$ cat config.mk
export PLATFORM = sky130hd
export DESIGN_NAME = sync_fifo_flat
export DESIGN_NICKNAME = d
export VERILOG_FILES = /design/src/rtl/fifo_pkg.sv /design/src/rtl/sync_fifo_if.sv /design/src/rtl/fifo_ram.sv /design/src/rtl/sync_fifo.sv /design/src/flat_wrapper.sv
export SDC_FILE = /design/constraint.sdc
export NUM_CORES = 1
export LEC_CHECK = 0
export CORE_MARGIN = 5
export CORE_UTILIZATION = 39
export CTS_CLUSTER_SIZE = 25
export DETAILED_ROUTE_END_ITERATION = 16
export PLACE_DENSITY = 0.57
export SLEW_MARGIN = 20
export SYNTH_ARGS = -nofsm -noshare
export SYNTH_HDL_FRONTEND = slang
export SYNTH_SLANG_ARGS = --single-unit
$ cat constraint.sdc
create_clock -name clk -period 3.3 [get_ports clk]
set_input_delay 0.66 -clock clk [delete_from_list [all_inputs] [get_ports clk]]
set_output_delay 0.66 -clock clk [all_outputs]
set_load 0.03 [all_outputs]
$ cat src/rtl/fifo_pkg.sv
// Shared defaults and types for the sync_fifo slice.
package fifo_pkg;

  localparam int DATA_WIDTH_DEF = 8;
  localparam int DEPTH_DEF      = 16;
  localparam int ADDR_WIDTH_DEF = 4;

  typedef logic [7:0] data_t;

endpackage

$ cat src/rtl/sync_fifo_if.sv
// Producer/consumer port bundle for sync_fifo; strobes are active-low.
interface sync_fifo_if
  import fifo_pkg::*;
#(
  parameter int DATA_WIDTH = DATA_WIDTH_DEF
);

  logic [DATA_WIDTH-1:0] data_in;
  logic                  wr_n;
  logic                  rd_n;
  logic [DATA_WIDTH-1:0] data_out;
  logic                  over_flow;
  logic                  under_flow;

  modport master (
    output data_in,
    output wr_n,
    output rd_n,
    input  data_out,
    input  over_flow,
    input  under_flow
  );

  modport slave (
    input  data_in,
    input  wr_n,
    input  rd_n,
    output data_out,
    output over_flow,
    output under_flow
  );

endinterface

$ cat src/rtl/fifo_ram.sv
// Register-array storage with one synchronous write port and one registered read port.
module fifo_ram #(
  parameter int DATA_WIDTH = 8,
  parameter int DEPTH      = 16,
  parameter int ADDR_WIDTH = 4
) (
  input  logic                  clk,
  input  logic                  rst,
  input  logic                  wr_en,
  input  logic [ADDR_WIDTH-1:0] wr_addr,
  input  logic [DATA_WIDTH-1:0] wr_data,
  input  logic                  rd_en,
  input  logic [ADDR_WIDTH-1:0] rd_addr,
  output logic [DATA_WIDTH-1:0] rd_data
);

  logic [DATA_WIDTH-1:0] mem [DEPTH];

  always_ff @(posedge clk) begin
    if (wr_en) begin
      mem[wr_addr] <= wr_data;
    end
  end

  // Only the output register is reset; a same-edge write to rd_addr is seen next time.
  always_ff @(posedge clk or posedge rst) begin
    if (rst) begin
      rd_data <= '0;
    end else if (rd_en) begin
      rd_data <= mem[rd_addr];
    end
  end

endmodule

$ cat src/rtl/sync_fifo.sv
// Single-clock FIFO with active-low strobes, registered read data and per-cycle error flags.
module sync_fifo
  import fifo_pkg::*;
#(
  parameter int DATA_WIDTH = DATA_WIDTH_DEF,
  parameter int DEPTH      = DEPTH_DEF,
  parameter int ADDR_WIDTH = ADDR_WIDTH_DEF
) (
  input  logic            clk,
  input  logic            rst,
  sync_fifo_if.slave      bus
);

  localparam logic [ADDR_WIDTH:0] FULL_COUNT = (ADDR_WIDTH + 1)'(DEPTH);
  localparam logic [ADDR_WIDTH:0] PTR_ONE    = (ADDR_WIDTH + 1)'(1);

  logic [ADDR_WIDTH:0] wptr;
  logic [ADDR_WIDTH:0] rptr;
  logic [ADDR_WIDTH:0] count;
  logic                full;
  logic                empty;
  logic                rd_ok;
  logic                wr_ok;
  logic                over_flow_q;
  logic                under_flow_q;

  // Pointers carry a wrap bit, so their difference is the occupancy 0..DEPTH.
  assign count = wptr - rptr;
  assign full  = (count == FULL_COUNT);
  assign empty = (count == '0);

  // A read on a full FIFO frees the slot the simultaneous write lands in.
  assign rd_ok = !bus.rd_n && !empty;
  assign wr_ok = !bus.wr_n && (!full || rd_ok);

  always_ff @(posedge clk or posedge rst) begin
    if (rst) begin
      wptr         <= '0;
      rptr         <= '0;
      over_flow_q  <= 1'b0;
      under_flow_q <= 1'b0;
    end else begin
      if (wr_ok) begin
        wptr <= wptr + PTR_ONE;
      end
      if (rd_ok) begin
        rptr <= rptr + PTR_ONE;
      end
      over_flow_q  <= !bus.wr_n && !wr_ok;
      under_flow_q <= !bus.rd_n && !rd_ok;
    end
  end

  assign bus.over_flow  = over_flow_q;
  assign bus.under_flow = under_flow_q;

  fifo_ram #(
    .DATA_WIDTH (DATA_WIDTH),
    .DEPTH      (DEPTH),
    .ADDR_WIDTH (ADDR_WIDTH)
  ) u_ram (
    .clk     (clk),
    .rst     (rst),
    .wr_en   (wr_ok),
    .wr_addr (wptr[ADDR_WIDTH-1:0]),
    .wr_data (bus.data_in),
    .rd_en   (rd_ok),
    .rd_addr (rptr[ADDR_WIDTH-1:0]),
    .rd_data (bus.data_out)
  );

endmodule

$ cat src/flat_wrapper.sv
// flat-port wrapper written by rule: the top's interface ports become plain ports
module sync_fifo_flat import fifo_pkg::*;
#(
  parameter int DATA_WIDTH = DATA_WIDTH_DEF,
  parameter int DEPTH      = DEPTH_DEF,
  parameter int ADDR_WIDTH = ADDR_WIDTH_DEF
)
  (clk, rst, bus_data_in, bus_wr_n, bus_rd_n, bus_data_out, bus_over_flow, bus_under_flow);
  sync_fifo_if #(.DATA_WIDTH(DATA_WIDTH)) bus_i ();
  input  logic clk;
  input  logic rst;
  input wire logic [$bits(bus_i.data_in)-1:0] bus_data_in;
  input wire logic [$bits(bus_i.wr_n)-1:0] bus_wr_n;
  input wire logic [$bits(bus_i.rd_n)-1:0] bus_rd_n;
  output wire logic [$bits(bus_i.data_out)-1:0] bus_data_out;
  output wire logic [$bits(bus_i.over_flow)-1:0] bus_over_flow;
  output wire logic [$bits(bus_i.under_flow)-1:0] bus_under_flow;
  assign bus_i.data_in = bus_data_in;
  assign bus_i.wr_n = bus_wr_n;
  assign bus_i.rd_n = bus_rd_n;
  assign bus_data_out = bus_i.data_out;
  assign bus_over_flow = bus_i.over_flow;
  assign bus_under_flow = bus_i.under_flow;
  sync_fifo #(.DATA_WIDTH(DATA_WIDTH), .DEPTH(DEPTH), .ADDR_WIDTH(ADDR_WIDTH)) u_core (.clk(clk), .rst(rst), .bus(bus_i));
endmodule
; After elaboration in Yosys (flattened, before gate mapping)
; Memories as Yosys holds them, arrays and structs flattened. A register that Yosys moved wholly into a read port is not among the register bits.
; Index checks and enable logic that the tools add are counted.
[classes]
addsub = 3
multipliers = 0
div = 0
n_lt_le_gt_ge = 0
eq_ne = 1
n_shift = 0
n_mux = 2
n_bitwise = 0
reduce_logical = 12
[op_table]
columns = operator, count
row1 = $add 5x1->5 const B, 2
row2 = $logic_not 1->1, 6
row3 = $eq 5x5->1 const B, 1
row4 = $logic_not 5->1, 1
row5 = $sub 5x5->5, 1
row6 = $logic_and 1x1->1, 4
row7 = $mux 1, 2
row8 = $logic_or 1x1->1, 1
[totals]
ff_bits = 12
latch_bits = 0
ramBits = 128
rom_bits = 0
input_bits = 12
elab_cells = 23
memories = 1
[memory_table]
columns = name, words, word_bits, rd, rd_ports_with_merged_regs, wr, line_no
row1 = u_core.u_ram.mem, 16, 8, 1, 1, 1, fifo_ram.sv:17  ; logic [DATA_WIDTH-1:0] mem [DEPTH];

; Logic depth before layout (Yosys ltp)
; Gate-level depths: netlist of the first run.
[logic_depth]
depth_word = 8
mapped_depth = 11
ltp_nobuf = 8

; Cells and area by module
; Synthesis of the first run repeated with hierarchy kept, for this count alone.
[unflattened]
cells_unflattened = 305
hier_area_um2 = 6055.8
[modules_own_cells]
columns = mod, n_inst, cells_each, area_per_inst_um2, seq_area_each_um2
row1 = fifo_ram, 1, 241, 5335.1, 4043.9
row2 = sync_fifo, 1, 64, 720.7, 300.3

; Worst setup path before layout of the first run
; Ideal clock, no wire load.
[synth_path]
kind = register to register
from = register u_core.rptr[1]
to = memory u_core.u_ram.mem[0][0] (enable)
setup_ps = 383
arrival_time_ps = 2535
required_ps = 2917
setup_slack_ps = 382
path_stages_with_launch = 10
path_buffers = 1
period_less_slack_ps = 2918
cell_sequence = dfrtp_1 -> clkbuf_8 -> clkinv_1 -> ha_1 -> nor2b_2 -> o211ai_1 -> a21oi_1 -> o211ai_2 -> nand3b_1 -> nor3_1
[synth_via]
elab_chain_cells = 8
[synth_rtl]
columns = item, line_no
row1 = start: declaration, sync_fifo.sv:18  ; logic [ADDR_WIDTH:0] rptr;
row2 = start signal: assignment, sync_fifo.sv:47  ; rptr <= rptr + PTR_ONE;
row3 = $sub 5x5->5 (*), sync_fifo.sv:28  ; assign count = wptr - rptr;
row4 = $logic_not 5->1, sync_fifo.sv:30  ; assign empty = (count == '0);
row5 = $logic_not 1->1, sync_fifo.sv:33  ; assign rd_ok = !bus.rd_n && !empty;
row6 = $logic_and 1x1->1, sync_fifo.sv:33
row7 = $logic_or 1x1->1 (*), sync_fifo.sv:34  ; assign wr_ok = !bus.wr_n && (!full || rd_ok);
row8 = $logic_and 1x1->1 (*), sync_fifo.sv:34
row9 = $mux 1 (*), fifo_ram.sv:20  ; if (wr_en) begin
row10 = $mux 1 (not written as such) (*), fifo_ram.sv:21  ; mem[wr_addr] <= wr_data;
row11 = end: declaration, fifo_ram.sv:17
; Mark *: on every way between the ends. The rest lies on a longest branch, timed or not.

; Worst setup path in the final report of the first run
[layout_path]
from = register u_core.rptr[1]
to = memory u_core.u_ram.mem[0][4] (enable)
; The elaborated chain is that of the path after synthesis.

==> key figures, run 1 <==
Status
  • Outcome: finished, final reports clean

Power
  • Cell internal pwr: 4.41 mW
  • Seq pwr share: 37.9%
  • Clk network pwr share: 27.5%
  • Switching share of power: 32.8%
  • LEAKAGE: 2.50 nW
  • Logic pwr share: 34.6%
  • PD cells: 915 nW/um^2
  • Max IR drop VDD: 0.471 mV
  • Switching Power: 2.15 mW

Floorplan
  • Die width: 136 um
  • I/O pin count: 22
  • Core area: 15700 um^2
  • Die height: 136 um
  • Die Area: 18400 um^2
  • Starting Density: 39.2%
  • Rows: 46

GRT
  • Vias in the first global route: 3321
  • Largest net degree at the start of global routing: 36
  • First-pass GRT wire length: 20.2 mm
  • GRT Util Overall: 15.3%
  • Grt ovf: 0
  • Antenna violations before repair: 0

Synthesis
  • Synthesis Warnings: 0
  • Post-synthesis sequential area ratio: 70.5%
  • Avg Cell Area, Syn: 18.6 um^2
  • Dominant synthesized flop cell: edfxtp_1
  • Async SR Flop Fraction: 13.5%
  • Top-count cell post-synth: edfxtp_1
  • Synth cell types: 41
  • Syn Nets: 352
  • Mapped Area: 6160 um^2
  • Largest area contributor in the netlist: edfxtp_1
  • Flops & latches, synth: 148
  • Post-synth EDFFs: 128
  • Most frequent cells after synthesis: edfxtp_1, nand2_1, mux4_2
  • Share of the synthesized area in the top cell type: 62.4%
  • Area contributors post-synth: edfxtp_1, mux4_2, dfrtp_1, mux4_1, nand2_1
  • Syn Inst Count: 331

Setup path
  • Nature of the critical path endpoint: flop
  • Highest-delay cell along the critical path: o211ai_2
  • WS Path Type: flop to flop
  • Worst setup endpoint: u_core.u_ram.mem[0][4]
  • Worst Path Arrival: 2.98 ns
  • Critical path's largest stage delay: 0.38 ns
  • Critical Path Source: u_core.rptr[1]
  • CP Launch Type: flop
  • Reg2Reg Depth: 9
  • Reg2reg end: u_core.u_ram.mem[0][4]
  • Crit path cell chain: clkinv_1, ha_1, nor2b_2, o211ai_1, a21oi_1, o211ai_2, nand3b_1, nor3_1, buf_4
  • R2r setup slk: 0.44 ns
  • Worst EP required: 3.42 ns
  • Launch point of the worst reg-to-reg path: u_core.rptr[1]
  • CP max FO: 10

STA
  • Fin crit period: 2.86 ns
  • Max frequency: 350 MHz
  • Tightest Pin Transition: 0.810 ns
  • TNS Setup: 0 ns
  • Setup skew after layout: 0.00778 ns
  • Setup violators final: 0
  • Slew Limit Fails: 0
  • RSZ-0062 raised after global routing: no
  • Final hold slack: 0.505 ns
  • Crit share post-route: 86.5%
  • Slew HR: 45.9%
  • Endpoints failing hold: 0

Clock network
  • Hold-fix buffers, CTS: 0
  • Clk sink count: 148
  • CTS root buf: clkbuf_16
  • Num CTS Buffers: 17
  • Post-CTS Setup Inserts: 0
  • Worst skew pair latency: 0.42 ns
  • CTS resizes: 0
  • Reg clk slew, reported paths: 0.06 ns
  • CTS tree: yes
  • H-tree depth: 4
  • Clk buf depth: 2

Final layout
  • N_diodes: 0
  • Layout cells sized above 1: 22.4%
  • Final nets: 397
  • Area growth syn-to-layout: 16.3%

Route
  • Via count: 3067
  • DR iter-0 viols: 250
  • Routed len/inst: 21.3 um
  • DR DRC count: 0
  • Routed WL: 12.9 mm
  • Antenna-violating nets left: 0
  • Drt first pass iters: 5
  • Vias per cell: 5.08

Hold path
  • Worst hold path class: flop to flop

Placement
  • Routability cong.: 0.835
  • Dpl hpwl: 8.30 mm
  • IO buf count: 21

Run
  • Max-cap violations: 0
## power groups by stage
| stage | Sequential [mW] | Combinational [mW] | Clock, mW |
|---|---|---|---|
| after floorplan | 2.56 | 1.69 | 0 |
| after global routing | 2.51 | 2.49 | 1.93 |
| after CTS | 2.48 | 2.31 | 1.85 |
| after detailed placement | 2.52 | 2.31 | 0 |
| after global placement | 2.51 | 2.28 | 0 |
| final | 2.49 | 2.27 | 1.81 |
## area by class of cell
| cell class | count | area [um^2] |
|---|---|---|
| clock buffers | 19 | 433 |
| clock inverters | 12 | 114 |
| fillers | 1365 | 8540 |
| inverters | 7 | 26.3 |
| multi-input cells | 162 | 1630 |
| flip-flops and latches | 148 | 4350 |
| well taps | 216 | 270 |
| repair buffers | 40 | 353 |
## metal layers
layer	track usage (%)	routed length, um
met5	0	0
met2	23.5	6160
met1	21.4	5940
met4	4.09	145
met3	4.64	625
## stage by stage
stage          std cells  utilization, %  power [mW]  area (um^2)  setup WS, ns
6_report             604            45.6        6.56         7170         0.444
5_1_grt              604            45.6        6.93         7170         0.176
4_1_cts              604            45.6        6.64         7170         0.454
3_5_place_dp         573            42.1        4.83         6620         0.462
3_3_place_gp         573            42.1        4.79         6620         0.582
2_1_floorplan        331               -        4.25         6160         0.382
## logic make-up after synthesis
| logic type | count (synthesis) | share of synthesized area [%] |
|---|---|---|
| adder cells (fa/ha/maj) | 9 | 1.83 |
| flip-flops | 148 | 70.5 |
| multiplexers | 41 | 13.9 |
| XOR/XNOR | 12 | 1.83 |
| AO/OA/AOI/OAI | 18 | 2.40 |
| AND/OR/NAND/NOR | 82 | 6.39 |
| buffers and inverters | 21 | 3.15 |
## worst max-delay path: cells and delay by family (launching register included)
family / cells / cell delay (ns)
simple gates: 3 / 0.64
buf+inv: 2 / 0.46
flops: 1 / 0.36
compound gates: 3 / 0.72
fa+ha+maj: 1 / 0.37
## worst min path at each step
stage | start | to | slack, ns | cells after the start
6_report | u_core.u_ram.rd_data[1] | u_core.u_ram.rd_data[1] | 0.51 | 1
5_1_grt | u_core.u_ram.rd_data[1] | u_core.u_ram.rd_data[1] | 0.53 | 1
4_1_cts | u_core.u_ram.rd_data[1] | u_core.u_ram.rd_data[1] | 0.51 | 1
3_5_place_dp | u_core.u_ram.rd_data[1] | u_core.u_ram.rd_data[1] | 0.50 | 1
3_3_place_gp | u_core.u_ram.rd_data[4] | u_core.u_ram.rd_data[4] | 0.49 | 1
2_1_floorplan | u_core.rptr[4] | u_core.rptr[4] | 0.50 | 1
## layout by cell type (no fill, tap or decap), drive strengths merged, types with 2 or more instances in the layout
cell type | Yosys | final
nor3b | 2 | 2
clkinv | 2 | 11
o21ai | 2 | 2
buf | 6 | 19
ha | 9 | 9
nand2 | 38 | 38
o211ai | 2 | 2
mux2 | 9 | 9
nand4 | 3 | 3
clkdlybuf4s50 | 0 | 21
clkbuf | 8 | 19
xor2 | 4 | 4
nand2b | 2 | 2
dfrtp | 20 | 20
a21oi | 2 | 2
bufinv | 0 | 2
a31oi | 8 | 8
xnor2 | 8 | 8
nand3 | 2 | 2
mux4 | 32 | 32
inv | 5 | 6
nor3 | 5 | 5
nor2b | 4 | 4
edfxtp | 128 | 128
nor2 | 13 | 13
nand3b | 3 | 3
and3 | 8 | 8
## state kept, by name (all words and copies together) (netlist names)
register / cells
u_core.bus.under_flow: 1
u_core.u_ram.rd_data: 8
u_core.bus.over_flow: 1
u_core.rptr: 5
u_core.wptr: 5
u_core.u_ram.mem: 128
Note: power is estimated with default switching activity, not from simulation.
==> run 2, diff against run 1 <==
Settings changed: HOLD_SLACK_MARGIN set to 0.06.
Clock period 3.3 ns to 2.7 ns, I/O delays scaled along.
==> run 2 against run 1 <==
  * Wire length is 2.1% lower
  * Sequential cell count stayed put
  * Critical path type unchanged
  * First-iteration DRC count is 26% lower
==> key figures, run 2 (same netlist as run 1, synthesis figures left out) <==
Status
  • Outcome: finished, final reports clean

GRT
  • Grt ovf: 0
  • Largest net degree at the start of global routing: 36
  • Vias in the first global route: 3240
  • GRT Util Overall: 14.9%
  • Antenna violations before repair: 0
  • First-pass GRT wire length: 19.6 mm

Floorplan
  • Die height: 136 um
  • Core area: 15700 um^2
  • I/O pin count: 22
  • Rows: 46
  • Die width: 136 um
  • Die Area: 18400 um^2
  • Starting Density: 39.2%

Final layout
  • Biggest registers after layout: u_core.u_ram.mem x128, u_core.u_ram.rd_data x8
  • Most common cell after layout, fill and taps aside: edfxtp_1
  • Fill cells: 1336
  • Fin area: 7300 um^2
  • N_diodes: 0
  • Most frequent cells in the layout: edfxtp_1, nand2_1, mux4_2
  • Final nets: 404
  • Final core utilization: 46.4%
  • Area growth syn-to-layout: 18.3%
  • Max reg flops: 128
  • Top reg by flops: u_core.u_ram.mem
  • Layout cells sized above 1: 26.3%

Setup path
  • CP Launch Type: flop
  • Worst Path Arrival: 2.65 ns
  • CP max FO: 8
  • WS Path Type: flop to flop
  • R2r setup slk: 0.18 ns
  • Worst EP required: 2.83 ns
  • Nature of the critical path endpoint: flop

Route
  • Routed WL: 12.6 mm
  • DR iter-0 viols: 184
  • Vias per cell: 5.07
  • DR DRC count: 0
  • Via count: 3100
  • Drt first pass iters: 5
  • Routed len/inst: 20.6 um
  • Antenna-violating nets left: 0

Clock network
  • CTS resizes: 0
  • Hold-fix buffers, CTS: 0
  • CTS tree: yes
  • Num CTS Buffers: 17
  • Clk sink count: 148
  • H-tree depth: 4
  • Clk buf depth: 2
  • CTS root buf: clkbuf_16
  • Post-CTS Setup Inserts: 0
  • Reg clk slew, reported paths: 0.06 ns
  • Worst skew pair latency: 0.42 ns

STA
  • RSZ-0062 raised after global routing: no
  • Max frequency: 397 MHz
  • Slew Limit Fails: 0
  • Endpoints failing hold: 0
  • Slew HR: 48.8%
  • Setup ws final: 0.179 ns
  • Setup violators final: 0
  • Tightest Pin Transition: 0.767 ns
  • Crit share post-route: 93.4%
  • Fin crit period: 2.52 ns
  • Setup skew after layout: 0.00950 ns

Placement
  • IO buf count: 21
  • Pre-CTS setup slack: 0.192 ns
  • Dpl hpwl: 8.07 mm
  • Routability cong.: 0.796
  • Placed cell area: 6710 um^2

Power
  • Clk network pwr share: 27.2%
  • Switching Power: 2.70 mW
  • Cell internal pwr: 5.49 mW
  • LEAKAGE: 2.53 nW
  • Switching share of power: 33.0%
  • Power, Total: 8.19 mW
  • Seq pwr share: 36.5%
  • Max IR drop VDD: 0.525 mV
  • Logic pwr share: 36.3%
  • PD cells: 1120 nW/um^2

Run
  • Max-cap violations: 0

Hold path
  • Worst hold path class: flop to flop
==> run 2: stage by stage <==
| stage | TNS [ns] | instances | hold WS (ns) |
|---|---|---|---|
| after floorplan | -0.183 | 331 | 0.501 |
| after global placement | 0 | 580 | 0.489 |
| after detailed placement | 0 | 580 | 0.497 |
| after CTS | 0 | 612 | 0.510 |
| after global routing | 0 | 612 | 0.533 |
| final | 0 | 612 | 0.509 |
==> run 2: routing by layer <==
metal  routed length [um]  share of wire [%]  global-route usage (%)  vias up
met5                    0                  0                       0        -
met4                  146                1.2                    4.70        0
met3                  607                4.8                    4.16       16
met2                 5910                 47                    22.6       67
met1                 5930                 47                    21.0     1610
li1                     -                  -                       -     1407
==> run 2: final timing paths <==
path,cells past startpoint,startpoint,to
setup / recovery,8,u_core.wptr[1],u_core.u_ram.mem[2][4]
hold / removal,1,u_core.u_ram.rd_data[5],u_core.u_ram.rd_data[5]
setup reg to reg,8,u_core.wptr[1],u_core.u_ram.mem[2][4]
hold reg to reg,1,u_core.u_ram.rd_data[5],u_core.u_ram.rd_data[5]
max in group asynchronous,2,rst,u_core.rptr[0]
min in group asynchronous,2,rst,u_core.bus.under_flow
==> run 2: final cells by class <==
| type | instances | area [um^2] | share of cell area (%) |
|---|---|---|---|
| Sequential cell | 148 | 4350 | 59.6 |
| Multi-Input combinational cell | 162 | 1660 | 22.7 |
| Clock buffer | 18 | 429 | 5.88 |
| Timing Repair Buffer | 47 | 425 | 5.83 |
| Tap cell | 216 | 270 | 3.70 |
| Clock inverter | 14 | 139 | 1.90 |
| Inverter | 7 | 26.3 | 0.360 |
==> run 2: power by group through the flow <==
stage / sequential, mW / clock (mW) / combinational, mW
after CTS: 2.99 / 2.28 / 2.96
after floorplan: 3.13 / 0 / 2.08
after global placement: 3.02 / 0 / 2.93
after global routing: 3.02 / 2.39 / 3.21
after detailed placement: 3.04 / 0 / 2.95
final: 2.99 / 2.23 / 2.97
==> run 2: critical path: stages (launching register included) <==
cell and delay (ns):
dfrtp_2 0.44, ha_1 0.32, nor2b_2 0.17, o211ai_1 0.27
a21oi_2 0.13, o211ai_4 0.24, nand3b_1 0.24, nor3_2 0.23
buf_6 0.17
==> RTL change (settings of run 1) <==
Set the package constant `ADDR_WIDTH_DEF` to 5 (it was 4).
--- a/src/rtl/fifo_pkg.sv
+++ b/src/rtl/fifo_pkg.sv
@@ -5,3 +5,3 @@
   localparam int DEPTH_DEF      = 16;
-  localparam int ADDR_WIDTH_DEF = 4;
+  localparam int ADDR_WIDTH_DEF = 5;
 
Function: no difference found for any inputs over 10 cycles, from zero or initial values and one cycle with rst high; that may be too few to reach the edited logic, so the function may still have changed.
==> RTL change against run 1 <==
Count of clock-buffer cells in the layout shrank 1; wire length shrank 6.2%; synthesized area grew 1.7%; sequential cell count grew 2; first-iteration DRC count shrank 22%; utilization grew 0.18 points; sequential share of layout area is essentially flat; synthesized cell count shrank 6.9%; design area grew 1.1%; cell count shrank 4.1%; critical path depth shrank 2; power shrank 1.8%; worst setup slack lost 0.079 ns; critical path type unchanged; critical endpoint is now u_core.u_ram.mem[14][2]; largest power group unchanged.
==> RTL change: results <==
metrics = {
    "routing": {
        "dr.pass1.iters": 4,
        "routed_via_density": 5.14,
        "wirelength_um": 12100,
        "drtIter0Drc": 196,
    },
    "min_path": {
        "hold_start": "u_core.rptr[4]",
        "holdPathEnd": "u_core.rptr[4]",
    },
    "global_routing": {
        "grt_pass1_vias": 3007,
        "grt_start_max_net_pins": 36,
        "grt_usage": 0.140,
        "grt_pass1_wl_um": 18400,
    },
    "setup_path": {
        "crit_slowest_cell": "nor2_1",
        "path_max_fanout": 9,
        "crit_family": "simple AND/OR/NAND/NOR gates",
        "critical_path.startpoint": "u_core.wptr[4]",
        "reg2reg_slack_ns": 0.37,
        "regToRegEndpoint": "u_core.u_ram.mem[14][2]",
        "slowest_delay_ns": 0.74,
        "r2r_cells": 7,
    },
    "clock_network": {
        "htree_levels": 4,
        "cts.clk_slew.worst_paths_ns": 0.06,
        "clockBufferDepth": 2,
    },
    "synth": {
        "synth_cell_types": 36,
        "async_flop_share": 0.147,
        "synth_fp_nets": 330,
        "synth_ff_type": "edfxtp_1",
        "yosysMostFrequentCell": "edfxtp_1",
        "seq_area_frac_synth": 0.701,
        "ys_top_cells_by_count": "128 x edfxtp_1, 22 x dfrtp_1, 21 x mux4_2, 19 x mux4_1, 18 x nor2_1",
        "synth_area_leaders": "edfxtp_1 61%, dfrtp_1 8.8%, mux4_1 8.0%, mux4_2 7.5%, ha_1 2.0%",
    },
    "timing": {
        "fin_skew_ns": 0.00606,
        "relSlewSlack": 0.393,
    },
    "cells_and_area": {
        "fillers": 1342,
        "nNetsFinal": 372,
        "drive_gt1_frac": 0.212,
    },
    "placed_design": {
        "dp_hpwl_um": 7830,
        "pre_cts_slack_ns": 0.246,
        "gp_congestion": 0.774,
        "placed_cell_area_mm2": 0.00673,
    },
    "pwr": {
        "vdd_drop_max_v": 0.000425,
        "power_leakage_uw": 0.00250,
    },
    "outcome": {
        "status": "finished clean",
    },
}
==> RTL change: cell types whose count changed in the layout (fill, tap and decap cells not counted), moves of 4 or more <==
| cell | delta |
|---|---|
| mux4_1 | +12 |
| and3_1 | -7 |
| nor2_1 | +5 |
| mux2_2 | -5 |
| xnor2_1 | +4 |
| nand2_1 | -29 |
| nor2b_1 | +4 |
| a31oi_1 | -8 |
| mux2_4 | +5 |
| buf_4 | -4 |
| mux4_2 | -4 |
==> RTL change: how the worst max path moves through the flow <==
stage	end	slack (ns)	cells past startpoint
6_report	u_core.u_ram.mem[14][2]	0.37	7
4_1_cts	u_core.rptr[1]	0.23	7
3_5_place_dp	u_core.rptr[1]	0.25	7
3_3_place_gp	u_core.rptr[1]	0.39	7
5_1_grt	u_core.u_ram.mem[5][7]	0.12	8
2_1_floorplan	u_core.u_ram.mem[0][0]	0.60	9
==> RTL change: routing by layer <==
metal	track usage	vias to the layer above	part of all wire
met3	0.0327	10	0.035
met5	0	-	0
li1	-	1332	-
met2	0.208	78	0.48
met1	0.199	1557	0.48
met4	0.0571	0	0.011
==> RTL change: power breakdown <==
part / switching, µW / internal, µW / leakage (µW) / total [µW]
combinational: 1180 / 1090 / 0.000837 / 2270
clock: 737 / 950 / 0.000249 / 1690
sequential: 123 / 2360 / 0.00142 / 2480
total: 2040 / 4400 / 0.00250 / 6440
==> RTL change: cells by family (layout without fill, tap and decap cells) <==
kind of cell / Yosys count / after routing / synth area share
AO/OA/AOI/OAI: 10 / 10 / 0.0128
XOR/XNOR: 14 / 14 / 0.0208
adder cells (fa/ha/maj): 10 / 10 / 0.0200
buffers and inverters: 21 / 76 / 0.0252
flip-flops: 150 / 150 / 0.701
multiplexers: 50 / 50 / 0.178
AND/OR/NAND/NOR: 53 / 53 / 0.0423
==> RTL change: cell type report <==
type,instances,area share
inverter,8,0.00414
timing repair buffer,36,0.0445
clock inverter,14,0.0116
tap,216,0.0373
clock buffer,18,0.0592
multi-input combinational,137,0.237
sequential,150,0.606
==> RTL change: stage by stage <==
step | util | total power, µW | hold slack (ns) | std cells
finish | 0.458 | 6440 | 0.470 | 579
global route | 0.458 | 6780 | 0.511 | 579
CTS | 0.458 | 6510 | 0.475 | 579
detailed placement | 0.425 | 4810 | 0.464 | 547
global placement | 0.425 | 4780 | 0.468 | 547
floorplan | - | 4240 | 0.445 | 308
